==> src/rtl/game_timer_bank.sv <==
// Bank of independent down-counting timers sharing one prescaled tick.
// Each channel is one-shot or auto-reload; a global pause freezes the whole bank.
module game_timer_bank #(
  parameter int NUM_CH   = 2,
  parameter int CNT_W    = 32,
  parameter int PRESCALE = 1
) (
  input  logic                      clk,
  input  logic                      resetn,
  input  logic [NUM_CH-1:0]         start,
  input  logic [NUM_CH-1:0]         stop,
  input  logic [NUM_CH-1:0]         periodic,
  input  logic [NUM_CH*CNT_W-1:0]   load_val,
  input  logic                      global_pause,
  output logic [NUM_CH*CNT_W-1:0]   count_out,
  output logic [NUM_CH-1:0]         running,
  output logic [NUM_CH-1:0]         done,
  output logic [NUM_CH-1:0]         expire
);

  localparam int PS_W = (PRESCALE > 1) ? $clog2(PRESCALE) : 1;
  localparam logic [PS_W-1:0] PS_MAX = PS_W'(PRESCALE - 1);

  typedef enum logic [1:0] {ST_IDLE, ST_RUN, ST_DONE} state_t;

  logic [PS_W-1:0] ps_q, ps_d;
  logic            tick;

  // Free-running shared prescaler; start never realigns it.
  assign tick = (ps_q == PS_MAX) && !global_pause;

  always_comb begin
    ps_d = ps_q;
    if (tick) begin
      ps_d = '0;
    end else if (!global_pause) begin
      ps_d = ps_q + PS_W'(1);
    end
  end

  always_ff @(posedge clk or negedge resetn) begin
    if (!resetn) begin
      ps_q <= '0;
    end else begin
      ps_q <= ps_d;
    end
  end

  for (genvar gi = 0; gi < NUM_CH; gi++) begin : g_ch
    state_t           state_q, state_d;
    logic [CNT_W-1:0] cnt_q, cnt_d;
    logic [CNT_W-1:0] rld_q, rld_d;
    logic             mode_q, mode_d;
    logic             exp_q, exp_d;
    logic [CNT_W-1:0] ld;

    assign ld = load_val[gi*CNT_W +: CNT_W];

    always_ff @(posedge clk or negedge resetn) begin
      if (!resetn) begin
        state_q <= ST_IDLE;
        cnt_q   <= '0;
        rld_q   <= '0;
        mode_q  <= 1'b0;
        exp_q   <= 1'b0;
      end else begin
        state_q <= state_d;
        cnt_q   <= cnt_d;
        rld_q   <= rld_d;
        mode_q  <= mode_d;
        exp_q   <= exp_d;
      end
    end

    // Priority: valid start, then stop, then the tick-driven countdown.
    always_comb begin
      state_d = state_q;
      cnt_d   = cnt_q;
      rld_d   = rld_q;
      mode_d  = mode_q;
      exp_d   = 1'b0;
      if (start[gi] && (ld != '0)) begin
        state_d = ST_RUN;
        cnt_d   = ld;
        rld_d   = ld;
        mode_d  = periodic[gi];
      end else if (stop[gi] && (state_q != ST_IDLE)) begin
        state_d = ST_IDLE;
      end else if ((state_q == ST_RUN) && tick) begin
        if (cnt_q > CNT_W'(1)) begin
          cnt_d = cnt_q - CNT_W'(1);
        end else if (cnt_q == CNT_W'(1)) begin
          exp_d = 1'b1;
          if (mode_q) begin
            cnt_d = rld_q;
          end else begin
            cnt_d   = '0;
            state_d = ST_DONE;
          end
        end
      end
    end

    assign count_out[gi*CNT_W +: CNT_W] = cnt_q;
    assign running[gi] = (state_q == ST_RUN);
    assign done[gi]    = (state_q == ST_DONE);
    assign expire[gi]  = exp_q;
  end

endmodule

==> config.mk <==
export PLATFORM = sky130hd
export DESIGN_NAME = game_timer_bank
export DESIGN_NICKNAME = d
export VERILOG_FILES = /design/src/rtl/game_timer_bank.sv
export SDC_FILE = /design/constraint.sdc
export NUM_CORES = 1
export LEC_CHECK = 0
export ABC_CLOCK_PERIOD_IN_PS = 3000
export BUFFER_PORTS_ARGS = -buffer_cell sky130_fd_sc_hd__buf_2
export CAP_MARGIN = 10
export CORE_MARGIN = 2
export CORE_UTILIZATION = 35
export CTS_CLUSTER_SIZE = 25
export DETAILED_ROUTE_END_ITERATION = 16
export SYNTH_ARGS = -nofsm -noshare
export SYNTH_HDL_FRONTEND = slang
export SYNTH_SLANG_ARGS = --single-unit
==> constraint.sdc <==
create_clock -name clk -period 3 [get_ports clk]
set_clock_uncertainty 0.05 [all_clocks]
set_input_delay 0 -clock clk [delete_from_list [all_inputs] [get_ports clk]]
set_output_delay 0 -clock clk [all_outputs]
set_load 0.03 [all_outputs]
### Word-level counts from Yosys, hierarchy flattened

Cells that the tools add are included.
W data, S select, Z words.

| operators by class | value |
|---|---|
| add/sub/neg operators | 3 |
| $lt $le $gt $ge | 2 |
| equal/unequal tests | 13 |
| muxes and demuxes | 36 |
| bitwise logic cells | 1 |
| reduce and logical (&&, ||, !) cells | 24 |

Operators by type and width:

| kind | number |
|---|---|
| $mux W32 | 12 |
| $eq A32 B1 Y1 const B | 2 |
| $gt A32 B1 Y1 const B | 2 |
| $reduce_bool A32 Y1 | 2 |
| $sub A32 B1 Y32 const B | 2 |
| $mux W2 | 12 |
| $reduce_bool A3 Y1 | 6 |
| $mux W1 | 12 |
| $reduce_and A4 Y1 | 2 |
| $reduce_bool A2 Y1 | 4 |
| $logic_and A1 B1 Y1 | 7 |
| $ne A3 B1 Y1 const B | 2 |
| $ne A3 B3 Y1 const B | 2 |
| $reduce_and A3 Y1 | 2 |
| $eq A2 B1 Y1 const B | 2 |
| $eq A2 B2 Y1 const B | 2 |
| $ne A2 B2 Y1 const B | 2 |
| $ne A2 B1 Y1 const B | 1 |
| $add A1 B1 Y1 const B | 1 |
| $logic_not A1 Y1 | 1 |
| $not A1 Y1 | 1 |

| word-level totals | value |
|---|---|
| bits in registers | 137 |
| input port bits | 73 |
| output and inout bits | 70 |
| word-level logic and storage cells | 90 |

### Depth between registers and ports, before layout

| depth | value |
|---|---|
| word-level depth | 6 |
| gate-level depth with buffers | 10 |

### Least setup slack after synthesis

OpenSTA, ideal clock, no wires.

| timing path | value |
|---|---|
| path kind | flip-flop to flip-flop |
| from | register g_ch[0].cnt_q[16] |
| to | register g_ch[0].cnt_q[13] |
| data arrival time | 2.824 ns |
| data required time | 2.828 ns |
| path slack | 0.004 ns |
| cell stages (with the launch flop) | 8 |
| path through | dfrtp_1 -> or4_4 -> or4_4 -> buf_6 -> o41ai_4 -> buf_2 -> nand2_1 -> a32o_1 |

| on the way | value |
|---|---|
| longest elaborated chain between the ends | 5 |
| elaborated cells between the ends (all ways) | 8 |
| classes of those cells | order compare: 1; eq/ne: 1; mux: 4; reduce/logical: 2 |

Ends and longest elaborated chain:

| item | RTL line | source |
|---|---|---|
| start, declared | 51 | `logic [CNT_W-1:0] cnt_q, cnt_d;` |
| start signal, assigned | 68 | `cnt_q <= cnt_d;` |
| $gt A32 B1 Y1 | 90 | `if (cnt_q > CNT_W'(1)) begin` |
| $mux W32 | 90 |  |
| $mux W32 | 89 | `end else if ((state_q == ST_RUN) && tick) begin` |
| $mux W32 | 87 | `end else if (stop[gi] && (state_q != ST_IDLE)) begin` |
| $mux W32 | 82 | `if (start[gi] && (ld != '0)) begin` |

Parallel ways exist; a longest one is shown, timed or not. The select of a mux whose other input is x is not followed.
A chain may end at the register's enable or synchronous reset.

### Final worst setup path

| timing path | value |
|---|---|
| from | input port load_val[32] |
| to | register g_ch[1].cnt_q[31] |

| on the way | value |
|---|---|
| longest elaborated chain between the ends | 4 |
| elaborated cells between the ends (all ways) | 7 |
| classes of those cells | eq/ne: 1; mux: 1; reduce/logical: 5 |

Ends and longest elaborated chain:

| item | RTL line | source |
|---|---|---|
| start, declared | 13 | `input logic [NUM_CH*CNT_W-1:0] load_val,` |
| $reduce_bool A32 Y1 (*) | 82 |  |
| $logic_and A1 B1 Y1 (*) | 82 |  |
| $ne A2 B2 Y1 (no source line) (tied with other cells) | n/a |  |
| $reduce_and A3 Y1 (no source line) | n/a |  |
| end signal, assigned | 68 |  |
| end, declared | 51 |  |

Every way passes the cells marked *; elsewhere a longest branch is shown, timed or not.

==> metrics.txt <==
Crit. End Element flip-flop; max-cap viol count 0; critical path cell sequence dlygate4sd3_1, buf_2, nor4_1, nand4_1, o21a_1, nor3_1, nand2_1, o311ai_0; dpl hpwl 18400 µm; GRT Total Usage 23.1%; mapped cell area 0.00763 mm²; largest net degree at the start of global routing 70; total CTS buffers 17; Sum Neg Setup Slack 0 ns; Final Hold Viols 0; post-route DRC violation count 0; Slew headroom 36.7%; most frequent cells in the layout 205 x nand2_1, 141 x buf_2, 137 x dfrtp_1; Final ANT Viol Nets 0; number of global-route vias before repair 7667; count of warnings emitted by yosys 0; most common cell after layout, fill and taps aside nand2_1; post-synthesis sequential area ratio 44.9%; register area 0.00343 mm²; Async S/R FF share, synth 100%; Leak 4.66 nW; crit-path max cell delay 0.77 ns; H-tree Lvls 4; EDFF count, synth 0; Final Power 5.66 mW; Slew @ Worst Pin 0.950 ns; post-route setup slack 0.0420 ns; Root Driver clkbuf_16; Reg clk slew, reported paths 0.07 ns; drt first pass iters 5; vias per cell 5.52; Max Slew Vio Count 0; Core ar. 0.0216 mm²; layout cells sized above 1 25.6%; crit path max fanout 6; routed vias 7927; gr ovfl total 0; DP Worst Slack 0.115 ns; RSZ-0062 raised after global routing false; P&R area growth vs syn 37.0%; Routed wire per std cell 18.3 µm; clock latency at the later pin of the worst-skew pair 0.43 ns; pwr/cell area 542 mW/mm²; Netlist cell types 67; Post-synth top flop dfrtp_1; Period minus WS final 2.96 ns; DRT iter0 DRCs 459; hold_ws 0.0685 ns; first-pass GRT wire length 41300 µm; Worst EP arrival 3.21 ns; syn_area_per_cell 8.67 µm²; Top Ports 143; Achievable Freq 338 MHz; CTS tree done; final WL 26300 µm; Worst Hold Class input pin to flip-flop; fin nets 1218; maximum VDD drop 0.312 mV; synthesized net count 957; Slowest cell on crit path nor3_1; number of port buffers 142; Cell Area, Placed 0.00914 mm²; die footprint 0.0230 mm²; Post-CTS Setup Bufs 0; outcome finished, final reports clean; # clock sinks 137; Multi-input gate area 0.00395 mm²; Die Wd 152 µm; Die Ht 152 µm; # fillers 2098; final setup violation count 0; critical path class input pin to flip-flop; Starting Density 35.3%; Worst EP required 3.25 ns; clock buffer depth 2; crit start category input pin; design area 0.0105 mm²; initial antenna violation count 1; gpl congestion 0.936; Final Cycle Share 98.6%; Std-Cell Rows 54; Mapped Cells 880; #FFs+latches synth 137
final cells by class:
class | instances | share of cell area, %
multi-input combinational | 682 | 37.7
inverter | 10 | 0.359
clock inverter | 14 | 1.58
tap | 280 | 3.35
timing repair buffer | 293 | 20.0
sequential | 137 | 32.8
clock buffer | 18 | 4.11
antenna | 1 | 0.0239
cells by family (layout without fill, tap and decap cells):
kind of cell | after synthesis | count (layout) | share of synthesized area [%]
flip-flops | 137 | 137 | 44.9
XOR/XNOR | 23 | 23 | 2.64
AO/OA/AOI/OAI | 213 | 213 | 19.2
AND/OR/NAND/NOR | 429 | 429 | 26.8
adder cells (fa/ha/maj) | 4 | 4 | 0.656
multiplexers | 13 | 13 | 1.92
buffers and inverters | 61 | 335 | 3.79
other | 0 | 1 | 0
path summary, 6_finish.rpt:
path,startpoint,end,slack (ns),cells after the start
worst max-delay path,load_val[32],g_ch[1].cnt_q[31]$_DFFE_PN0P_,0.04,8
min in group asynchronous,resetn,g_ch[0].rld_q[20]$_DFFE_PN0P_,0.09,2
worst min register to register,g_ch[1].rld_q[5]$_DFFE_PN0P_,g_ch[1].rld_q[5]$_DFFE_PN0P_,0.42,2
max in group asynchronous,resetn,g_ch[1].rld_q[21]$_DFFE_PN0P_,1.94,3
worst max register to register,g_ch[1].cnt_q[22]$_DFFE_PN0P_,g_ch[1].cnt_q[11]$_DFFE_PN0P_,0.11,5
worst min-delay path,start[1],g_ch[1].state_q[0]$_DFFE_PN0P_,0.07,4
timing repair:
item	4_1_cts	5_1_grt
endpoints found under the setup margin	0	10
hold endpoints to repair	199	0
resized for setup	0	1
hold buffers	71	0
state kept, by name, indices dropped and copies added (netlist names):
register,flops
g_ch.mode_q,2
g_ch.rld_q,64
g_ch.state_q,4
g_ch.exp_q,2
ps_q,1
g_ch.cnt_q,64
synthesized netlist by cell type, types with 9 or more instances:
library cell	number	share of area (%)
or4_1	9	0.89
dfrtp_1	137	45
a31oi_1	9	0.74
nand4_1	13	1.1
xnor2_1	15	1.7
a21oi_1	44	2.9
nor4_1	40	3.3
nor3_1	35	2.3
clkbuf_1	37	1.8
a221o_1	12	1.6
inv_1	10	0.49
mux2_2	13	1.9
o21ai_0	56	3.7
nor2_1	54	2.7
a211o_1	11	1.3
and3_1	12	0.98
nand2_1	205	10
nand3_1	21	1.4
report_power, final:
group | switching, mW | internal [mW]
clock | 0.904 | 1.25
combinational | 0.765 | 0.492
sequential | 0.212 | 2.04
metrics by stage:
stage | util [%] | cells
after floorplan | - | 880
after global placement | 42.3 | 1331
after detailed placement | 42.3 | 1331
after CTS | 48.3 | 1434
after global routing | 48.4 | 1435
final | 48.4 | 1435
critical path: cells and delay by family:
family	cells	cell delay, ns
compound gates	2	0.66
buf+inv	2	0.71
simple gates	4	1.84
routing by layer:
| layer | GRT usage [%] | wire, µm |
|---|---|---|
| met5 | 0 | 0 |
| met4 | 7.92 | 702 |
| met3 | 5.06 | 1640 |
| met2 | 36.2 | 12100 |
| met1 | 31.8 | 11800 |
Note: power is estimated with default switching activity, not from simulation.
